--- src/rtl/ic1337_pkg.sv ---
// Shared constants, FSM encoding and device behaviour helpers for the ic1337 driver.
// The device state is always written {Q1,Q0}.
package ic1337_pkg;

  localparam logic [2:0] CODE_SET01 = 3'b001;
  localparam logic [2:0] CODE_SET10 = 3'b101;
  localparam logic [2:0] CODE_CLRQ1 = 3'b011;
  localparam logic [2:0] CODE_TOG   = 3'b010;
  localparam logic [2:0] CODE_Q0CLR = 3'b000;

  typedef enum logic [2:0] {
    S_INIT1,
    S_INIT2,
    S_IDLE,
    S_STEP,
    S_SETTLE,
    S_DONE
  } drv_state_e;

  // One device clock step: the state the device holds after seeing code for a cycle.
  function automatic logic [1:0] ic1337_next(input logic [1:0] state, input logic [2:0] code);
    logic [1:0] nxt;
    case (code)
      CODE_SET01: nxt = 2'b01;
      CODE_TOG:   nxt = ~state;
      CODE_CLRQ1: nxt = {1'b0, state[0]};
      CODE_SET10: nxt = 2'b10;
      default:    nxt = {~state[1], 1'b0};
    endcase
    return nxt;
  endfunction

  // 11 has no hold code; it falls back to SET10, which is only ever seen during init.
  function automatic logic [2:0] park_code(input logic [1:0] state);
    logic [2:0] code;
    case (state)
      2'b00:   code = CODE_CLRQ1;
      2'b01:   code = CODE_SET01;
      default: code = CODE_SET10;
    endcase
    return code;
  endfunction

endpackage

--- src/rtl/ic1337_driver_route.sv ---
// Combinational route planner: code sequence taking the modelled state to the target.
// Only 01->00 needs an intermediate stop (via 10).
module ic1337_route
  import ic1337_pkg::*;
(
  input  logic [1:0] model,
  input  logic [1:0] target,
  output logic [2:0] code1,
  output logic [2:0] code2,
  output logic [1:0] nsteps
);

  always_comb begin
    code1  = CODE_CLRQ1;
    code2  = CODE_CLRQ1;
    nsteps = 2'd0;
    if ((target != model) && (target != 2'b11)) begin
      nsteps = 2'd1;
      case (target)
        2'b01: code1 = CODE_SET01;
        2'b10: code1 = CODE_SET10;
        default: begin
          if (model == 2'b11) begin
            code1 = CODE_Q0CLR;
          end else if (model == 2'b01) begin
            code1  = CODE_SET10;
            code2  = CODE_CLRQ1;
            nsteps = 2'd2;
          end else begin
            code1 = CODE_CLRQ1;
          end
        end
      endcase
    end
  end

endmodule

--- src/rtl/ic1337_driver.sv ---
// Command-side driver for the ic1337 two-flop device: init sequence, routed moves,
// park codes while idle, and a Z-output consistency checker against the state model.
module ic1337_driver
  import ic1337_pkg::*;
#(
  parameter int SETTLE = 1,
  parameter int ERRW   = 8
) (
  input  logic            clk,
  input  logic            rst,
  input  logic            cmd_valid,
  output logic            cmd_ready,
  input  logic [1:0]      cmd_target,
  output logic            A0,
  output logic            A1,
  output logic            A2,
  input  logic            dev_z,
  output logic            done,
  output logic            err_target,
  output logic            z_mismatch,
  output logic [ERRW-1:0] mismatch_cnt,
  output logic [1:0]      state_model
);

  localparam int SW = (SETTLE > 1) ? $clog2(SETTLE) : 1;

  drv_state_e    state_q, state_d;
  logic [2:0]    a_q, a_d;
  logic [1:0]    model_q, model_d;
  logic [2:0]    code2_q, code2_d;
  logic          more_q, more_d;
  logic [SW-1:0] settle_q, settle_d;
  logic          err_q, err_d;
  logic          zm_q, zm_d;
  logic [ERRW-1:0] cnt_q, cnt_d;

  logic [2:0] r_code1, r_code2;
  logic [1:0] r_nsteps;
  logic       idle_like;
  logic       accept;

  ic1337_route u_route (
    .model  (model_q),
    .target (cmd_target),
    .code1  (r_code1),
    .code2  (r_code2),
    .nsteps (r_nsteps)
  );

  // DONE behaves as IDLE for acceptance so a new command can follow with no gap.
  assign idle_like = (state_q == S_IDLE) || (state_q == S_DONE);
  assign accept    = cmd_valid && idle_like;

  always_comb begin
    state_d  = state_q;
    a_d      = a_q;
    model_d  = model_q;
    code2_d  = code2_q;
    more_d   = more_q;
    settle_d = settle_q;
    err_d    = 1'b0;
    zm_d     = zm_q;
    cnt_d    = cnt_q;

    case (state_q)
      S_INIT1: begin
        model_d = 2'b10;
        a_d     = CODE_CLRQ1;
        state_d = S_INIT2;
      end
      S_INIT2: begin
        model_d = 2'b00;
        a_d     = CODE_CLRQ1;
        state_d = S_IDLE;
      end
      S_IDLE, S_DONE: begin
        state_d = S_IDLE;
        a_d     = park_code(model_q);
        if (accept) begin
          if (cmd_target == 2'b11) begin
            err_d = 1'b1;
          end else if (r_nsteps == 2'd0) begin
            state_d  = S_SETTLE;
            settle_d = '0;
          end else begin
            a_d     = r_code1;
            code2_d = r_code2;
            more_d  = (r_nsteps == 2'd2);
            state_d = S_STEP;
          end
        end
      end
      S_STEP: begin
        // The model advances on the same edge the device sees the end of the code.
        model_d = ic1337_next(model_q, a_q);
        if (more_q) begin
          a_d    = code2_q;
          more_d = 1'b0;
        end else begin
          a_d      = park_code(model_d);
          state_d  = S_SETTLE;
          settle_d = '0;
        end
      end
      S_SETTLE: begin
        if (settle_q == SW'(SETTLE - 1)) begin
          state_d = S_DONE;
        end else begin
          settle_d = settle_q + 1'b1;
        end
      end
      default: state_d = S_INIT1;
    endcase

    if ((state_q != S_INIT1) && (state_q != S_INIT2) && (dev_z != ~^model_q)) begin
      zm_d = 1'b1;
      if (cnt_q != '1) begin
        cnt_d = cnt_q + 1'b1;
      end
    end
  end

  always_ff @(posedge clk) begin
    if (rst) begin
      state_q  <= S_INIT1;
      a_q      <= CODE_SET10;
      model_q  <= 2'b11;
      code2_q  <= CODE_CLRQ1;
      more_q   <= 1'b0;
      settle_q <= '0;
      err_q    <= 1'b0;
      zm_q     <= 1'b0;
      cnt_q    <= '0;
    end else begin
      state_q  <= state_d;
      a_q      <= a_d;
      model_q  <= model_d;
      code2_q  <= code2_d;
      more_q   <= more_d;
      settle_q <= settle_d;
      err_q    <= err_d;
      zm_q     <= zm_d;
      cnt_q    <= cnt_d;
    end
  end

  assign cmd_ready    = idle_like;
  assign {A2, A1, A0} = a_q;
  assign done         = (state_q == S_DONE);
  assign err_target   = err_q;
  assign z_mismatch   = zm_q;
  assign mismatch_cnt = cnt_q;
  assign state_model  = model_q;

endmodule
--- config.mk ---
export PLATFORM = sky130hd
export DESIGN_NAME = ic1337_driver
export DESIGN_NICKNAME = d
export VERILOG_FILES = /design/src/rtl/ic1337_pkg.sv /design/src/rtl/ic1337_driver_route.sv /design/src/rtl/ic1337_driver.sv
export SDC_FILE = /design/constraint.sdc
export NUM_CORES = 1
export LEC_CHECK = 0
export CORE_UTILIZATION = 54
export CTS_CLUSTER_SIZE = 16
export DETAILED_ROUTE_END_ITERATION = 10
export PLACE_DENSITY = 0.85
export SLEW_MARGIN = 20
export SYNTH_ARGS = -nofsm -noshare
export SYNTH_HDL_FRONTEND = slang
export SYNTH_SLANG_ARGS = --single-unit
export TNS_END_PERCENT = 5
--- constraint.sdc ---
create_clock -name clk -period 3.9 [get_ports clk]
set_input_delay 0.78 -clock clk [delete_from_list [all_inputs] [get_ports clk]]
set_output_delay 0.78 -clock clk [all_outputs]
set_load 0.03 [all_outputs]
==> impl_results.md <==
- Post-CTS Setup Repair Bufs: 0
- Grt ovf: 0
- Final ANT Viol Nets: 0
- Fin. Hold Viols: 0
- Hpwl dp: between 1500 and 2000 µm
- Die X: approximately 49 µm
- Relative slew slack: 0.4995
- Cell row count: 16
- Worst-path cell chain: nor2b_1 -> a21oi_2 -> inv_1 -> clkdlybuf4s50_1
- Initial antenna violation count: 0
- Met3 Wirelength: between 150 and 200 µm
- Seq cells post-synth: 19
- Core area: ~2000 µm²
- Min cycle time layout: 2866 ps
- Status: complete, no violations
- Max layer used: met4
- WL final: about 2600 µm
- Top cells by area, synth: dfxtp_1 32%, ha_1 8.5%, a21oi_1 6.4%
- Post-DR vias/cell: roughly 5.7
- Period Utilization, post-route: 0.7348
- Yosys warnings: 0
- Clock Sinks: 19
- CTS Buf Count: 3
- Worst path required time: 3120 ps
- Synth area leader: dfxtp_1
- Gpl congestion: roughly 0.83
- Met1 wire length: between 1000 and 1500 µm
- DR WL/cell: ~14 µm
- Worst hold path class: reg -> reg
- Via count: 1059
- Achievable frequency: 349.0 MHz
- PnR worst setup slack: approximately 1000 ps
- Filler cells: 170
- Synthesized Nets: 152
- H-tree Lvls: 1
- Worst Path Max Fanout: 13
- CTS tree: built
- Final count of negative-setup-slack endpoints: 0
- Simple-gate share of the synthesized area: 0.2394
- Setup WS pre-CTS: about 1200 ps
- Slew Limit Fails: 0
- CP Class: reg -> out
- Post-route clock skew: between 7 and 8 ps
- Synth Area in Adders: 0.08511
- # nets final: around 170
- Clock slew at reported path FFs: around 120 ps
- I/O pin cnt: 23
- First DRT Iteration DRCs: 21
- Die Span Y: between 40 and 50 µm
- Vias in the first global route: between 900 and 1000
- Crit start category: flop
- Skew-Pair Late Insertion Delay: 310 ps
- Mapped Cells: 138
- Port Buffers: 22
- Mapped Avg Cell Area: about 8.5 µm²
- Crit end category: output port
- Total leakage power: approximately 0.57 nW
- Share of the synthesized area in the top cell type: 0.3234
- Initial Util: 0.5875
- Area Growth Syn to Fin: 21.06%
- Post-Synth XOR/XNOR Area: 0.04362
- CP max stage cell: clkdlybuf4s50_1
- Main combinational cell family by area after synthesis: simple AND/OR/NAND/NOR gates
- CTS root buf: clkbuf_4
- Mux contribution to synthesized area: 0.04468
- Distinct cells, synth: 43
- Total Die Area: 2369 µm²
- Gr usage total: 0.2366
- Slowest stage delay, CP: roughly 660 ps
- Seq/Total Area, Yosys: 0.3234
- Max_cap viols: 0
- TNS Setup: 0 ps
- R2r setup slk: around 1800 ps
- Wire length of the first global-routing pass: between 4000 and 5000 µm
- Pwr dens: 612.7 nW/µm²
- Metal2 WL: 1203 µm
- DRT Pass-1 Iters: 4
- PostCTS Resize Cnt: 0
- Post-route DRC: 0
- Ratio of cells with drive above 1 in the final layout: 0.08228
- RSZ-0062 raised after global routing: no
- VDD IR max: 480.5 µV
- Maximum number of buffers from clock root to sink: 2
- Tightest Pin Transition: roughly 750 ps
- Post-Syn Area: 1176 µm²
- Worst EP arrival: ~2100 ps
- Post-cts hold buffer count: 0
- Largest net degree at the start of global routing: 22
- Diodes inserted: 0
- Post-synthesis compound-gate area fraction: 0.2096
==> cell families (layout without fill, tap and decap cells) <==
| family | after synthesis | in the layout |
|---|---|---|
| AOI/OAI and AO/OA | 38 | 38 |
| xor gates and xnor gates | 5 | 5 |
| adders and majority gates | 8 | 8 |
| buffers and inverters | 14 | 34 |
| DFF | 19 | 19 |
| muxes | 5 | 5 |
| and+or+nand+nor | 49 | 49 |
==> sequential cells by signal, summed over array words and instances, names as in the netlist <==
signal / cells
mismatch_cnt: 8
a_q: 3
state_q: 3
state_model: 2
err_target: 1
more_q: 1
z_mismatch: 1
==> routing by layer <==
layer | vias up | global-route usage
met2 | 28 | 0.3796
met5 | - | 0
met1 | 493 | 0.3158
met3 | 5 | 0.04088
met4 | 0 | 0.08824
li1 | 533 | -
==> critical path, delay by kind of cell (launching register included) <==
kind,cells,cell delay [ps]
buffers and inverters,2,740
flip-flops,1,580
AND/OR/NAND/NOR,1,310
AO/OA/AOI/OAI,1,140
==> Yosys cell counts, drive strengths merged <==
cell,instances
buf,4
a2bb2oi,1
a31o,1
nand3b,1
clkbuf,2
a41oi,1
a22o,1
o31ai,5
nor3b,4
mux2,2
dfxtp,19
o211ai,1
or3,3
nor3,4
nand3,5
o21bai,2
ha,8
nor2b,6
inv,8
o21ai,5
a21oi,17
nand2b,4
and2,2
xor2,1
and3,1
or4,3
mux2i,3
nor2,7
or2,1
nand4,1
o22ai,1
a21o,1
a211oi,2
nand2,7
xnor2,4
==> cell usage in the layout (no fill, tap or decap), types with 4 or more instances in the layout <==
cell / instances
a21oi_1: 15
clkdlybuf4s50_1: 22
dfxtp_1: 19
ha_1: 8
inv_1: 7
nand2_1: 7
nand2b_1: 4
nand3_1: 5
nor2_1: 7
nor2b_1: 6
nor3_1: 4
o31ai_1: 5
==> area by class of cell <==
type / instances / area, µm² / area share
Clock buffer: 3 / 22.52 / 0.01582
Clock inverter: 1 / 5.005 / 0.003515
Inverter: 8 / 30.03 / 0.02109
Multi-Input combinational cell: 105 / 732.0 / 0.5141
Sequential cell: 19 / 380.4 / 0.2671
Tap cell: 27 / 33.78 / 0.02373
Timing Repair Buffer: 22 / 220.2 / 0.1547
==> worst paths after layout <==
path | startpoint | endpoint | depth (start not counted)
worst min register to register | z_mismatch | z_mismatch | 2
worst max register to register | state_model[0] | mismatch_cnt[6] | 6
worst max-delay path | state_q[2] | cmd_ready | 4
worst min-delay path | z_mismatch | z_mismatch | 2
==> where the power goes <==
part	internal [mW]	switching, mW	total (mW)	leakage (nW)
registers	0.237	0.0786	0.316	0.155
logic	0.197	0.255	0.452	0.398
clock network	0.0383	0.0659	0.104	0.0177
==> per-stage QoR <==
| step | instances | area (µm²) | power [mW] | hold slack, ps | utilization |
|---|---|---|---|---|---|
| 3_3_place_gp | 181 | 1396 | 0.7536 | 464.4 | 0.6975 |
| 4_1_cts | 185 | 1424 | 0.8713 | 497.5 | 0.7113 |
| 2_1_floorplan | 138 | 1176 | 0.6459 | 461.6 | - |
| 3_5_place_dp | 181 | 1396 | 0.7674 | 469.7 | 0.6975 |
| 6_report | 185 | 1424 | 0.8723 | 496.9 | 0.7113 |
| 5_1_grt | 185 | 1424 | 0.9291 | 539.6 | 0.7113 |
Power figures use the tool's default switching activity.
==> edit 1, RTL diff (same flow settings) <==
Re-encode `drv_state_e` (6 states) as Gray code, 3 bits wide.
--- a/src/rtl/ic1337_pkg.sv
+++ b/src/rtl/ic1337_pkg.sv
@@ -9,12 +9,12 @@
   localparam logic [2:0] CODE_Q0CLR = 3'b000;
 
   typedef enum logic [2:0] {
-    S_INIT1,
-    S_INIT2,
-    S_IDLE,
-    S_STEP,
-    S_SETTLE,
-    S_DONE
+    S_INIT1  = 3'b000,
+    S_INIT2  = 3'b001,
+    S_IDLE   = 3'b011,
+    S_STEP   = 3'b010,
+    S_SETTLE = 3'b110,
+    S_DONE   = 3'b111
   } drv_state_e;
 
   // One device clock step: the state the device holds after seeing code for a cycle.
Formal check against the unedited RTL: same outputs for any inputs over 10 cycles, from zero or initial values and one cycle with rst high; not proved beyond that.
==> edit 1 against the original RTL <==
  * Synthesized area fell by 6.4%
  * Synthesized cell count fell by 8.0%
  * Setup slack improved by 200 ps
  * Wire length fell by 11%
  * Die area fell by 6.1%
  * Sequential cell count did not move
  * Cell area fell by 5.0%
  * Highest routed layer is now met3
Power is not compared: it rests on default switching activity, and its combinational part moved more than twofold at a synthesized area within 25%.
==> edit 1: results (changes against the original RTL) <==
[layout]
largest_reg_flops=8  ; unchanged
clock_area_share_pct=2.22  ; was 1.93%
multi_input_gates=96  ; was 105
final-nonclk-buf-share_pct=16.3  ; was 15.5%
flops_and_latches=19  ; unchanged
multi_input_area_share_pct=48.8  ; was 51.4%
final_cells=174  ; was 185
sh_seq_area_pct=28.1  ; was 26.7%
drive_gt1_share_pct=10.1  ; was 8.23%
finalNetCount=164  ; was 173
multi_input_area_sq_um=661  ; was 732 sq um

[global_route]
use_met3_pct=8.08  ; was 4.09%
grt_pass1_wl_um=3710  ; was 4310 um
track_usage_pct=24.1  ; was 23.7%
grt_max_degree=19  ; was 22
grt_pass1_vias=805  ; was 947
grt_use_met2_pct=35.6  ; was 38.0%
gr-usage-met1_pct=33.9  ; was 31.6%

[logic_synthesis]
synthAdderAreaFrac_pct=9.09  ; was 8.51%
synth_common_cells=dfxtp_1, nor2_1, a21oi_1  ; was dfxtp_1, a21oi_1, ha_1
synth_fp_nets=141  ; was 152
synth_top_family_by_area=simple AND/OR/NAND/NOR gates  ; unchanged
synth_xor_area_share_pct=3.18  ; was 4.36%
yosysSeqAreaShare_pct=34.5  ; was 32.3%
synthCells=127  ; was 138
muxShareOfSynthArea_pct=1.93  ; was 4.47%

[sta]
tightest_slew_ps=653  ; was 748 ps
finClkSkew_ps=10.9  ; was 7.41 ps

[worst_setup_path]
cp_data_arrival_time_ps=1880  ; was 2090 ps
path_max_fanout=8  ; was 13
cp_slowest_stage_delay_ps=690  ; was 660 ps
reg2reg_slack_ps=1740  ; was 1780 ps
critPathLaunch=state_q[0]  ; was state_q[2]

[drt]
wl_met3_um=111  ; was 156 um
dr_wl_met2_um=1110  ; was 1200 um
highest_layer=met3  ; was met4
routedLengthMet1_um=1120  ; was 1230 um
post_drt_wl_per_cell_um=13.5  ; was 14.2 um
drtIter0Drc=19  ; was 21

[placed_design]
place_inst=170  ; was 181
place_congestion=0.877  ; was 0.835

[cts]
clk_pin_slew_ps=100  ; was 120 ps

[outcome]
status=finished clean  ; unchanged

[hold_path]
min_from=mismatch_cnt[6]  ; was z_mismatch

## edit 1: report_power, final
| group | switching [mW] | internal, mW |
|---|---|---|
| Clock | 0.0627 | 0.0391 |
| Combinational | 0.0755 | 0.0568 |
| Sequential | 0.0186 | 0.206 |
| Total | 0.157 | 0.302 |
## edit 1: stage by stage
step           hold WS [ps]  worst slack (ps)
2_1_floorplan           509              1860
3_3_place_gp            457              1480
3_5_place_dp            498              1400
4_1_cts                 517              1260
5_1_grt                 541              1160
6_report                514              1240
## edit 1: cells by family (layout without fill, tap and decap cells)
group / after synthesis / count (layout)
buffers and inverters: 12 / 34
AND/OR/NAND/NOR: 49 / 49
flip-flops: 19 / 19
multiplexers: 2 / 2
AO/OA/AOI/OAI: 33 / 33
adder cells (fa/ha/maj): 8 / 8
XOR/XNOR: 4 / 4
## edit 1: critical path: cells and delay by family, from the launching register on
family / cells / cell delay (ps)
DFF: 1 / 460
and+or+nand+nor: 1 / 240
buffers and inverters: 2 / 880
==> edit 2, RTL diff (same settings) <==
Made on the original files. Set the parameter `ERRW` to 10 (it was 8).
--- a/src/rtl/ic1337_driver.sv
+++ b/src/rtl/ic1337_driver.sv
@@ -4,7 +4,7 @@
   import ic1337_pkg::*;
 #(
   parameter int SETTLE = 1,
-  parameter int ERRW   = 8
+  parameter int ERRW   = 10
 ) (
   input  logic            clk,
   input  logic            rst,
Interface: changed (resized mismatch_cnt); port bits go from 23 to 25. No check against the original RTL was run, so the function may have changed too.
==> edit 2 against the original RTL <==
  * Worst hold slack gained 9.7 ps
  * Setup slack worse by 46 ps
  * Sequential cell count grew 2
  * Power fell by 31%
  * Die area rose by 6.6%
  * Cell area rose by 7.5%
  * Cell count increased by 8.1%
  * Combinational power is 50% lower
  * Wire length rose by 13%
  * Critical path depth stayed put
  * Count of clock-buffer cells in the layout is 1 higher
  * Sequential power decreased by 14%
  * Synthesized area increased by 6.9%
  * First-iteration DRC count up 120%
  * Largest cell class unchanged
==> edit 2: results (changes against the original RTL) <==
[placed_design]
dpl_cell_area_sq_mm=0.00150  ; was 0.00140 sq mm
place.detailed.hpwl_um=2150  ; was 1990 um
port_buffers=24  ; was 22
place_inst=196  ; was 181
place_congestion=0.937  ; was 0.835

[layout]
largest_reg_flops=10  ; was 8
finalNetCount=187  ; was 173
drive_gt1_share_pct=6.98  ; was 8.23%

[global_route]
grt_max_degree=21  ; was 22
grt_pass1_wl_um=4880  ; was 4310 um
track_usage_pct=25.8  ; was 23.7%
use_met3_pct=5.15  ; was 4.09%
grt_use_met2_pct=46.0  ; was 38.0%
grt_pass1_vias=1140  ; was 947
gr-usage-met1_pct=28.2  ; was 31.6%

[drt]
wl_met3_um=193  ; was 156 um
dr_wl_met2_um=1470  ; was 1200 um
drtIter0Drc=46  ; was 21
routedLengthMet1_um=1190  ; was 1230 um

[pwr]
power_sequential_mw=0.271  ; was 0.316 mW
p_leak_nw=0.575  ; was 0.571 nW
intPower_mw=0.366  ; was 0.472 mW
p_comb_mw=0.227  ; was 0.452 mW
max-vdd-ir-drop_mv=0.328  ; was 0.480 mV

[sta]
fmax_mhz=343  ; was 349 MHz
finClkSkew_ps=0.834  ; was 7.41 ps

[logic_synthesis]
synth_common_cells=dfxtp_1, inv_1, a21oi_1  ; was dfxtp_1, a21oi_1, ha_1
synth_fp_nets=165  ; was 152
avgSynthCellArea_sq_um=8.33  ; was 8.52 sq um
yosysSeqAreaShare_pct=33.4  ; was 32.3%
synthTopCellsByArea=dfxtp_1, ha_1, a21oi_1, inv_1, o21ai_0  ; was dfxtp_1, ha_1, a21oi_1, nor2b_1, o31ai_1

[worst_setup_path]
path_max_fanout=8  ; was 13
cp_data_arrival_time_ps=2130  ; was 2090 ps
reg2reg_slack_ps=1570  ; was 1780 ps
critPathLaunch=state_q[1]  ; was state_q[2]
r2r_end=mismatch_cnt[3]  ; was mismatch_cnt[6]

[hold_path]
hold-path-endpoint=z_mismatch  ; unchanged

[outcome]
status=finished clean  ; unchanged

==> edit 2: metrics by stage <==
| stage | util (%) | power (mW) | hold WS (ps) |
|---|---|---|---|
| 3_3_place_gp | 67.8 | 0.486 | 433 |
| 5_1_grt | 69.2 | 0.636 | 523 |
| 2_1_floorplan | - | 0.425 | 528 |
| 3_5_place_dp | 68.0 | 0.497 | 493 |
| 6_report | 69.2 | 0.605 | 507 |
| 4_1_cts | 69.2 | 0.603 | 509 |
==> edit 2: area by class of cell <==
type | count | area share [%]
multi-input cells | 110 | 49.6
flip-flops and latches | 21 | 27.5
repair buffers | 24 | 15.7
inverters | 13 | 3.19
well taps | 28 | 2.29
clock buffers | 4 | 1.72
==> edit 2: cells by family (layout without fill, tap and decap cells) <==
kind of cell,Yosys count,count (layout),share of synthesized area [%]
fa+ha+maj,8,8,7.96
xor+xnor,4,4,2.79
simple gates,52,52,24.0
mux,5,5,4.28
buf+inv,20,41,6.57
flops,21,21,33.4
compound gates,41,41,21.0
